## config.mk

```make
export PLATFORM = sky130hd
export DESIGN_NAME = iir_biquad_cascade_axis
export DESIGN_NICKNAME = d
export VERILOG_FILES = /design/src/rtl/iir_cascade_pkg.sv /design/src/rtl/iir_mac_unit.sv /design/src/rtl/iir_biquad_cascade_axis.sv
export SDC_FILE = /design/constraint.sdc
export NUM_CORES = 2
export LEC_CHECK = 0
export ABC_AREA = 0
export CAP_MARGIN = 20
export CORE_ASPECT_RATIO = 1.1
export CORE_MARGIN = 3
export CORE_UTILIZATION = 45
export CTS_BUF_LIST = sky130_fd_sc_hd__clkbuf_4
export DETAILED_ROUTE_END_ITERATION = 10
export MAX_ROUTING_LAYER = met4
export SETUP_SLACK_MARGIN = 0.2
export SKIP_CTS_REPAIR_TIMING = 1
export SLEW_MARGIN = 20
export SYNTH_ARGS = -nofsm -noshare
export SYNTH_HDL_FRONTEND = slang
export SYNTH_HIERARCHICAL = 1
export SYNTH_SLANG_ARGS = --single-unit
export TNS_END_PERCENT = 50
```

## constraint.sdc

```tcl
create_clock -name clk -period 76.6 [get_ports clk]
set_input_delay 7.66 -clock clk [delete_from_list [all_inputs] [get_ports clk]]
set_output_delay 7.66 -clock clk [all_outputs]
set_load 0.01 [all_outputs]
```

## src/rtl/iir_cascade_pkg.sv

```systemverilog
// Shared definitions for the biquad cascade: tap order, FSM encoding and the
// round-half-up / saturate helper used at every section output.
package iir_cascade_pkg;

  localparam logic [2:0] TAP_B0 = 3'd0;
  localparam logic [2:0] TAP_B1 = 3'd1;
  localparam logic [2:0] TAP_B2 = 3'd2;
  localparam logic [2:0] TAP_A1 = 3'd3;
  localparam logic [2:0] TAP_A2 = 3'd4;

  typedef enum logic [1:0] {
    IDLE,
    MAC,
    STORE,
    OUT
  } state_t;

  // Rounds a fixed-point accumulator down by 'scale' bits and clamps it to a signed 'width'-bit range.
  function automatic logic signed [63:0] round_sat(input logic signed [63:0] acc,
                                                   input int scale,
                                                   input int width);
    logic signed [63:0] rounded;
    logic signed [63:0] hi;
    logic signed [63:0] lo;
    rounded = (acc + (64'sd1 <<< (scale - 1))) >>> scale;
    hi = (64'sd1 <<< (width - 1)) - 64'sd1;
    lo = -(64'sd1 <<< (width - 1));
    if (rounded > hi) return hi;
    if (rounded < lo) return lo;
    return rounded;
  endfunction

endpackage

```

## src/rtl/iir_mac_unit.sv

```systemverilog
// Single-stage signed multiply-accumulate: acc <= (clr ? 0 : acc) +/- a*b.
// Sized to fit one DSP48E1 (25x18 multiplier, 48-bit accumulator).
module iir_mac_unit #(
  parameter int A_WIDTH   = 25,
  parameter int B_WIDTH   = 16,
  parameter int ACC_WIDTH = 48
) (
  input  logic                        clk,
  input  logic                        rst,
  input  logic                        en,
  input  logic                        clr,
  input  logic                        sub,
  input  logic signed [A_WIDTH-1:0]   a,
  input  logic signed [B_WIDTH-1:0]   b,
  output logic signed [ACC_WIDTH-1:0] acc
);

  logic signed [A_WIDTH+B_WIDTH-1:0] prod;
  logic signed [ACC_WIDTH-1:0]       prod_ext;
  logic signed [ACC_WIDTH-1:0]       base;

  assign prod     = a * b;
  assign prod_ext = ACC_WIDTH'(prod);
  assign base     = clr ? '0 : acc;

  always_ff @(posedge clk or posedge rst) begin
    if (rst) begin
      acc <= '0;
    end else if (en) begin
      acc <= sub ? (base - prod_ext) : (base + prod_ext);
    end
  end

endmodule

```

## src/rtl/iir_biquad_cascade_axis.sv

```systemverilog
// Cascade of DF1 biquads sharing one MAC; each section takes 5 MAC cycles plus
// one STORE cycle, with AXI4-Stream handshakes on both sides.
module iir_biquad_cascade_axis
  import iir_cascade_pkg::*;
#(
  parameter int NUM_SECTIONS = 4,
  parameter int DATA_WIDTH   = 16,
  parameter int COEFF_WIDTH  = 25,
  parameter int SCALE_FACTOR = 23,
  parameter int ACC_WIDTH    = 48
) (
  input  logic                                   clk,
  input  logic                                   rst,
  input  logic                                   s_axis_tvalid,
  output logic                                   s_axis_tready,
  input  logic signed [DATA_WIDTH-1:0]           s_axis_tdata,
  output logic                                   m_axis_tvalid,
  input  logic                                   m_axis_tready,
  output logic signed [DATA_WIDTH-1:0]           m_axis_tdata,
  input  logic                                   cfg_we,
  input  logic [$clog2(NUM_SECTIONS*5)-1:0]      cfg_addr,
  input  logic signed [COEFF_WIDTH-1:0]          cfg_data,
  output logic                                   cfg_ready,
  input  logic                                   clear
);

  localparam int NUM_COEFFS = NUM_SECTIONS * 5;
  localparam int ADDR_WIDTH = $clog2(NUM_COEFFS);
  localparam int SEC_WIDTH  = (NUM_SECTIONS > 1) ? $clog2(NUM_SECTIONS) : 1;
  localparam logic [SEC_WIDTH-1:0] LAST_SEC = SEC_WIDTH'(NUM_SECTIONS - 1);
  localparam logic signed [COEFF_WIDTH-1:0] UNITY = COEFF_WIDTH'(64'sd1 <<< SCALE_FACTOR);

  state_t                        state, next_state;
  logic [SEC_WIDTH-1:0]          sec;
  logic [2:0]                    tap;
  logic signed [DATA_WIDTH-1:0]  cur_x, out_data, y_sat, mul_x;
  logic signed [COEFF_WIDTH-1:0] mul_c;
  logic signed [ACC_WIDTH-1:0]   acc;
  logic [ADDR_WIDTH-1:0]         coef_idx;
  logic                          in_idle, cfg_hit;

  logic signed [COEFF_WIDTH-1:0] coef [NUM_COEFFS];
  logic signed [DATA_WIDTH-1:0]  x1_h [NUM_SECTIONS];
  logic signed [DATA_WIDTH-1:0]  x2_h [NUM_SECTIONS];
  logic signed [DATA_WIDTH-1:0]  y1_h [NUM_SECTIONS];
  logic signed [DATA_WIDTH-1:0]  y2_h [NUM_SECTIONS];

  assign in_idle       = (state == IDLE);
  assign s_axis_tready = in_idle;
  assign cfg_ready     = in_idle;
  assign m_axis_tvalid = (state == OUT);
  assign m_axis_tdata  = out_data;
  assign cfg_hit       = in_idle && cfg_we && ({1'b0, cfg_addr} < (ADDR_WIDTH + 1)'(NUM_COEFFS));
  assign coef_idx      = ADDR_WIDTH'(sec * 5 + tap);
  assign y_sat         = DATA_WIDTH'(round_sat(64'(acc), SCALE_FACTOR, DATA_WIDTH));

  always_comb begin
    mul_c = coef[coef_idx];
    mul_x = cur_x;
    case (tap)
      TAP_B1:  mul_x = x1_h[sec];
      TAP_B2:  mul_x = x2_h[sec];
      TAP_A1:  mul_x = y1_h[sec];
      TAP_A2:  mul_x = y2_h[sec];
      default: mul_x = cur_x;
    endcase
  end

  iir_mac_unit #(
    .A_WIDTH  (COEFF_WIDTH),
    .B_WIDTH  (DATA_WIDTH),
    .ACC_WIDTH(ACC_WIDTH)
  ) u_mac (
    .clk(clk),
    .rst(rst),
    .en (state == MAC),
    .clr(tap == TAP_B0),
    .sub((tap == TAP_A1) || (tap == TAP_A2)),
    .a  (mul_c),
    .b  (mul_x),
    .acc(acc)
  );

  always_ff @(posedge clk or posedge rst) begin
    if (rst) state <= IDLE;
    else     state <= next_state;
  end

  always_comb begin
    next_state = state;
    case (state)
      IDLE:    if (s_axis_tvalid) next_state = MAC;
      MAC:     if (tap == TAP_A2) next_state = STORE;
      STORE:   next_state = (sec == LAST_SEC) ? OUT : MAC;
      OUT:     if (m_axis_tready) next_state = IDLE;
      default: next_state = IDLE;
    endcase
  end

  // Coefficient writes land in IDLE, so a coincident sample already sees them.
  always_ff @(posedge clk or posedge rst) begin
    if (rst) begin
      for (int i = 0; i < NUM_COEFFS; i++)
        coef[i] <= (3'(i % 5) == TAP_B0) ? UNITY : '0;
    end else if (cfg_hit) begin
      coef[cfg_addr] <= cfg_data;
    end
  end

  always_ff @(posedge clk or posedge rst) begin
    if (rst) begin
      sec      <= '0;
      tap      <= TAP_B0;
      cur_x    <= '0;
      out_data <= '0;
      for (int i = 0; i < NUM_SECTIONS; i++) begin
        x1_h[i] <= '0;
        x2_h[i] <= '0;
        y1_h[i] <= '0;
        y2_h[i] <= '0;
      end
    end else begin
      case (state)
        IDLE: begin
          if (clear) begin
            for (int i = 0; i < NUM_SECTIONS; i++) begin
              x1_h[i] <= '0;
              x2_h[i] <= '0;
              y1_h[i] <= '0;
              y2_h[i] <= '0;
            end
          end
          if (s_axis_tvalid) begin
            cur_x <= s_axis_tdata;
            sec   <= '0;
            tap   <= TAP_B0;
          end
        end
        MAC: tap <= (tap == TAP_A2) ? TAP_B0 : tap + 3'd1;
        STORE: begin
          // The saturated section output feeds both the y history and the next section.
          x2_h[sec] <= x1_h[sec];
          x1_h[sec] <= cur_x;
          y2_h[sec] <= y1_h[sec];
          y1_h[sec] <= y_sat;
          cur_x     <= y_sat;
          tap       <= TAP_B0;
          if (sec == LAST_SEC) out_data <= y_sat;
          else                 sec      <= sec + SEC_WIDTH'(1);
        end
        default: ;
      endcase
    end
  end

endmodule

```

Word level (Yosys, flattened, before mapping)
Cells that the tools add are included.

$add $sub $neg: 6. Multiply operators: 2. Magnitude comparators: 8. Eq/ne operators: 13. Mux-type cells: 52. Bitwise logic cells: 3. Reductions and logical operators: 15.

Operators by type and width (count): 64-bit one-hot mux with 2 select lines (4); 500-bit bitwise mux (1); 64-bit bitwise mux (4); 16-bit two-way mux (14); 16-bit binary-select mux with 2-bit select (4); 25-bit binary-select mux with 5-bit select (1); 25-bit demux with 5-bit select (1); 48-bit two-way mux (2); 25-bit two-way mux (3); 64-bit two-way mux (1); 16-bit one-hot mux with 4 select lines (1); 48-bit by 24-bit adder with 49-bit output, second input constant (1); 48-bit by 41-bit adder with 48-bit output (1); 48-bit by 41-bit subtractor with 48-bit output (1); 25-bit by 16-bit multiplier with 41-bit output (1); 16-bit demux with 2-bit select (1); 16-bit one-hot mux with 2 select lines (1); 26-bit by 16-bit greater-than comparator with 1-bit output, second input constant (1); 26-bit by 16-bit less-than comparator with 1-bit output, second input constant (1); 6-bit >= comparator, second input constant (2); 2-bit two-way mux (6); 5-bit inverter with 6-bit output (2); 3-bit one-hot mux with 3 select lines (1); 2-bit != test, second input constant (4); 27 further kinds (40).

Register bits: 843. Output and inout port bits: 19. Logic and storage cells: 141.

Logic depth before layout (Yosys ltp)
Depth after elaboration: 9. Mapped depth: 53. Mapped depth without buffers: 48.

Hierarchy
The synthesis kept the hierarchy.

By module, submodules not included: iir_biquad_cascade_axis (times used 1, cells each 2621, area an instance 36844.1 um^2, seq. area each 19899.1 um^2); iir_mac_unit (times used 1, cells each 2384, area an instance 20238.2 um^2, seq. area each 1201.2 um^2).

Least setup slack after synthesis
No wires, ideal clock.

Kind: reg-to-reg. Start point: reg sec[1]. End point: reg u_mac.acc[47]. Data arrival time: 11.684 ns. Required time: 76.460 ns. Path slack: 64.775 ns. Cell stages (with the launch flop): 46. Path buffers: 2. Period minus slack after synthesis: 11.825 ns. Cell sequence: dfrtp_1 -> ha_1 -> ha_1 -> fa_1 -> xor2_1 -> buf_2 -> mux4_2 -> inv_1 -> o21ai_0 -> clkbuf_1 -> nand2_1 -> fa_1 -> inv_1 -> fa_1 -> inv_1 -> fa_1 -> inv_1 -> fa_1 -> (+10 left out) -> nor4_1 -> and2_1 -> nor2b_1 -> nand2_1 -> nor4_4 -> a21oi_1 -> xnor2_1 -> ha_1 -> a21o_1 -> a21o_1 -> a21o_1 -> a221oi_1 -> o21ai_1 -> a21o_1 -> a21oi_1 -> xnor2_1 -> a31oi_1 -> o311ai_1.

Longest elaborated chain between the ends: 9. Elaborated cells on any way between the ends: 24. Those cells by class: add/sub (3); mul (2); mux (17); bitwise (2).

RTL lines: start: declaration (line iir_biquad_cascade_axis.sv:34) `logic [SEC_WIDTH-1:0] sec;`; start signal: assignment (line iir_biquad_cascade_axis.sv:149) `else sec <= sec + SEC_WIDTH'(1);`; 2-bit by 3-bit multiplier with 5-bit output (*) (line iir_biquad_cascade_axis.sv:54) `assign coef_idx = ADDR_WIDTH'(sec * 5 + tap);`; 5-bit by 3-bit adder with 5-bit output (*) (line iir_biquad_cascade_axis.sv:54); 5-bit inverter with 6-bit output (implied by the code) (*) (line iir_biquad_cascade_axis.sv:58) `mul_c = coef[coef_idx];`; 25-bit binary-select mux with 5-bit select (*) (line iir_biquad_cascade_axis.sv:58); 25-bit two-way mux (implied by the code) (*) (2 in a row) (line iir_biquad_cascade_axis.sv:58); named net mul_c[14] (line iir_biquad_cascade_axis.sv:37) `logic signed [COEFF_WIDTH-1:0] mul_c;`; 25-bit by 16-bit multiplier with 41-bit output (*) (line iir_mac_unit.sv:22) `assign prod = a * b;`; 48-bit by 41-bit adder with 48-bit output / 48-bit by 41-bit subtractor with 48-bit output (equally long branches) (line iir_mac_unit.sv:30) `acc <= sub ? (base - prod_ext) : (base + prod_ext);`; 48-bit two-way mux (*) (line iir_mac_unit.sv:30); end signal: assignment (line iir_mac_unit.sv:30); end: declaration (line iir_mac_unit.sv:15) `output logic signed [ACC_WIDTH-1:0] acc`.

Mark *: on every way through the listed nets, which the timed path passes. The rest lies on a longest branch. The select of a mux whose other input is x is not followed. A chain may end at the register's enable or synchronous reset.

Final worst setup path
Start point: reg sec[0]. End point: reg u_mac.acc[43].

Same word-level chain as after synthesis.

==> results.cfg <==
[run_status]
status = finished, final reports clean

[route]
firstDrtPassIters = 5
drc = 0
via_per_inst = 5.78
ant_nets = 0
via_count = 39900
wl_um = 156000
wl_per_cell_um = 22.5
drt_iter0_drc = 2548

[logic_synthesis]
yosysWarningCount = 6
yosys-top-cells-count = dfrtp_1 (839), mux2_2 (538), inv_1 (523)
synth_seq_cells = 843
async_reset_ff_frac = 1.00
synth_edf_count = 0
seq_area_frac_synth = 0.370
synth_cells = 5005
yosys.area.top_type = dfrtp_1
syn-num-nets = 5611
yosysUniqueCellTypes = 89
synth_top_area_frac = 0.368
yosysMostFrequentCell = dfrtp_1
synth.area.top_cells = dfrtp_1 (37%), fa_1 (14%), mux2_2 (11%), mux4_2 (8.4%), ha_1 (3.6%)
syn-mean-instance-area_um2 = 11.4
synth-main-ff-cell = dfrtp_1
netlist_area_um2 = 57100

[clocking]
cts_sinks = 843
h-tree-depth = 4
path_clk_slew_ns = 0.06
clk_path_buf_depth = 3
cts_inserted_buffers = 227
cts_tree = yes
clk_latency_ns = 1.21
root_buffer = clkbuf_4

[worst_setup_path]
crit_slowest_cell = buf_4
crit_top_cell = fa_1
worst-path-stages = 41
critPathMaxStageDelay_ns = 0.79
cp_max_fo = 41
end_kind = flop
cp.required_ns = 77.62
critPathLaunch = sec[0]$_DFFE_PP0P_
crit_type = reg2reg
reg2reg_from = sec[0]$_DFFE_PP0P_
worstSetupStartpointType = flop
reg2regPathDepth = 41
cpLargestDelayFamily = adder cells
critPathBufInv = 5
crit_arrival_ns = 15.10

[timing]
hold_viol_final = 0
fin_tns_setup_ns = 0
period_share = 0.184
setup_viol = 0
drv_slew = 0
tightestPinTransition_ns = 1.14
final.min_clock_period_ns = 14.09
rsz0062_at_grt = false
maxSlewHeadroom = 0.235
max_freq_ghz = 0.0710
finClkSkew_ns = 0.0907

[min_path]
worstHoldPathCells = 2
hp-class = reg2reg
holdCritStartpoint = y1_h[7]$_DFFE_PP0P_

[floorplanning]
start_util = 0.455
fp.dieH_um = 380
pin_count = 71
num_rows = 136
die_x_um = 346
die-area_um2 = 131000
core_area_um2 = 125000

[placement]
dp_hpwl_um = 100000
gp_congestion = 0.884
port_buffers = 70

[grt]
grt_pass1_wl_um = 248000
grt_antenna_before_repair = 10
groute.usage.overall = 0.247
grt_max_degree = 177
overflow = 0
first_global_vias = 42400

[final_layout]
drive_gt1_frac = 0.250
seq_area_um2 = 21100
nNetsFinal = 5665
syn2layout_area_growth_pct = 9.72
multiInputGateArea_um2 = 33000
fillers = 11300

[job]
maxCapViolCount = 0
==> metal layers <==
metal	share of wire	wire length (um)	vias up	track usage
met5	0	0	-	-
met4	0.026	4010	0	0.0795
met3	0.052	8020	276	0.0406
met2	0.48	74600	1139	0.391
met1	0.44	68900	20900	0.326
li1	-	-	17600	-
==> logic make-up (layout without fill, tap and decap cells) <==
| logic type | after synthesis | in the layout | synth area share |
|---|---|---|---|
| AO/OA/AOI/OAI | 827 | 827 | 0.0993 |
| XOR/XNOR | 132 | 132 | 0.0203 |
| adder cells (fa/ha/maj) | 554 | 554 | 0.173 |
| buffers and inverters | 869 | 1093 | 0.0587 |
| flip-flops | 843 | 843 | 0.370 |
| multiplexers | 759 | 759 | 0.192 |
| other | 0 | 14 | 0 |
| AND/OR/NAND/NOR | 1021 | 1021 | 0.0875 |
==> state kept, by name, indices dropped and copies added, names as in the netlist <==
signal        cells
coef            500
cur_x            16
m_axis_tdata     16
sec               2
state             2
tap               3
u_mac/acc        48
x1_h             64
x2_h             64
y1_h             64
y2_h             64
==> final cells by class <==
type / count / share of cell area
diodes: 14 / 0.000559
clock buffers: 351 / 0.0421
clock inverters: 48 / 0.00559
inverters: 523 / 0.0315
multi-input cells: 3293 / 0.526
flip-flops and latches: 843 / 0.337
well taps: 1656 / 0.0331
repair buffers: 171 / 0.0239
==> worst min-delay path, cell delays in order (launching register included) <==
cell	delay, ns
dfrtp_1	0.34
nand2_1	0.04
o21ai_0	0.06
==> worst paths after layout <==
| kind | endpoint | slack [ns] |
|---|---|---|
| worst max-delay path | u_mac/acc[43]$_DFFE_PP0P_ | 62.51 |
| worst min-delay path | y1_h[7]$_DFFE_PP0P_ | 0.47 |
| worst max register to register | u_mac/acc[43]$_DFFE_PP0P_ | 62.51 |
| worst min register to register | y1_h[7]$_DFFE_PP0P_ | 0.47 |
| max in group asynchronous | y2_h[55]$_DFFE_PP0P_ | 66.24 |
| min in group asynchronous | coef[61]$_DFFE_PP0P_ | 7.02 |
==> cell usage in the layout, fill, tap and decap left out, types with 34 or more instances in the layout <==
master           synthesis  layout
dfrtp_1                839     837
mux2_2                 538     538
inv_1                  523     521
fa_1                   390     389
nand2_1                381     380
clkbuf_4                 0     351
mux4_2                 214     214
a22o_1                 194     194
and2_1                 165     165
ha_1                   164     162
nor2_1                 173     152
a21oi_1                151     151
xnor2_1                100     100
buf_4                    7      97
o21ai_0                113      88
nand3_1                 90      85
o21ai_1                 47      72
clkdlybuf4s50_1          0      70
a31oi_1                 75      66
nor2b_1                 58      57
a21o_1                  43      42
nor3_1                  37      36
o22ai_1                 35      35
a22oi_1                 34      34
==> through the flow <==
step	instances	utilization	cell area (um2)	hold slack (ns)	setup WS, ns
finish	6899	0.499	62600	0.473	62.51
global route	6899	0.499	62600	0.502	61.49
CTS	6884	0.499	62600	0.480	62.42
detailed placement	6485	0.475	59600	0.466	62.54
global placement	6484	0.475	59600	0.457	62.69
floorplan	5005	-	57100	0.445	46.62
Power is left out: the tool's default activity adds up to more than one toggle a clock period on the data nets, which glitch-free logic cannot reach.
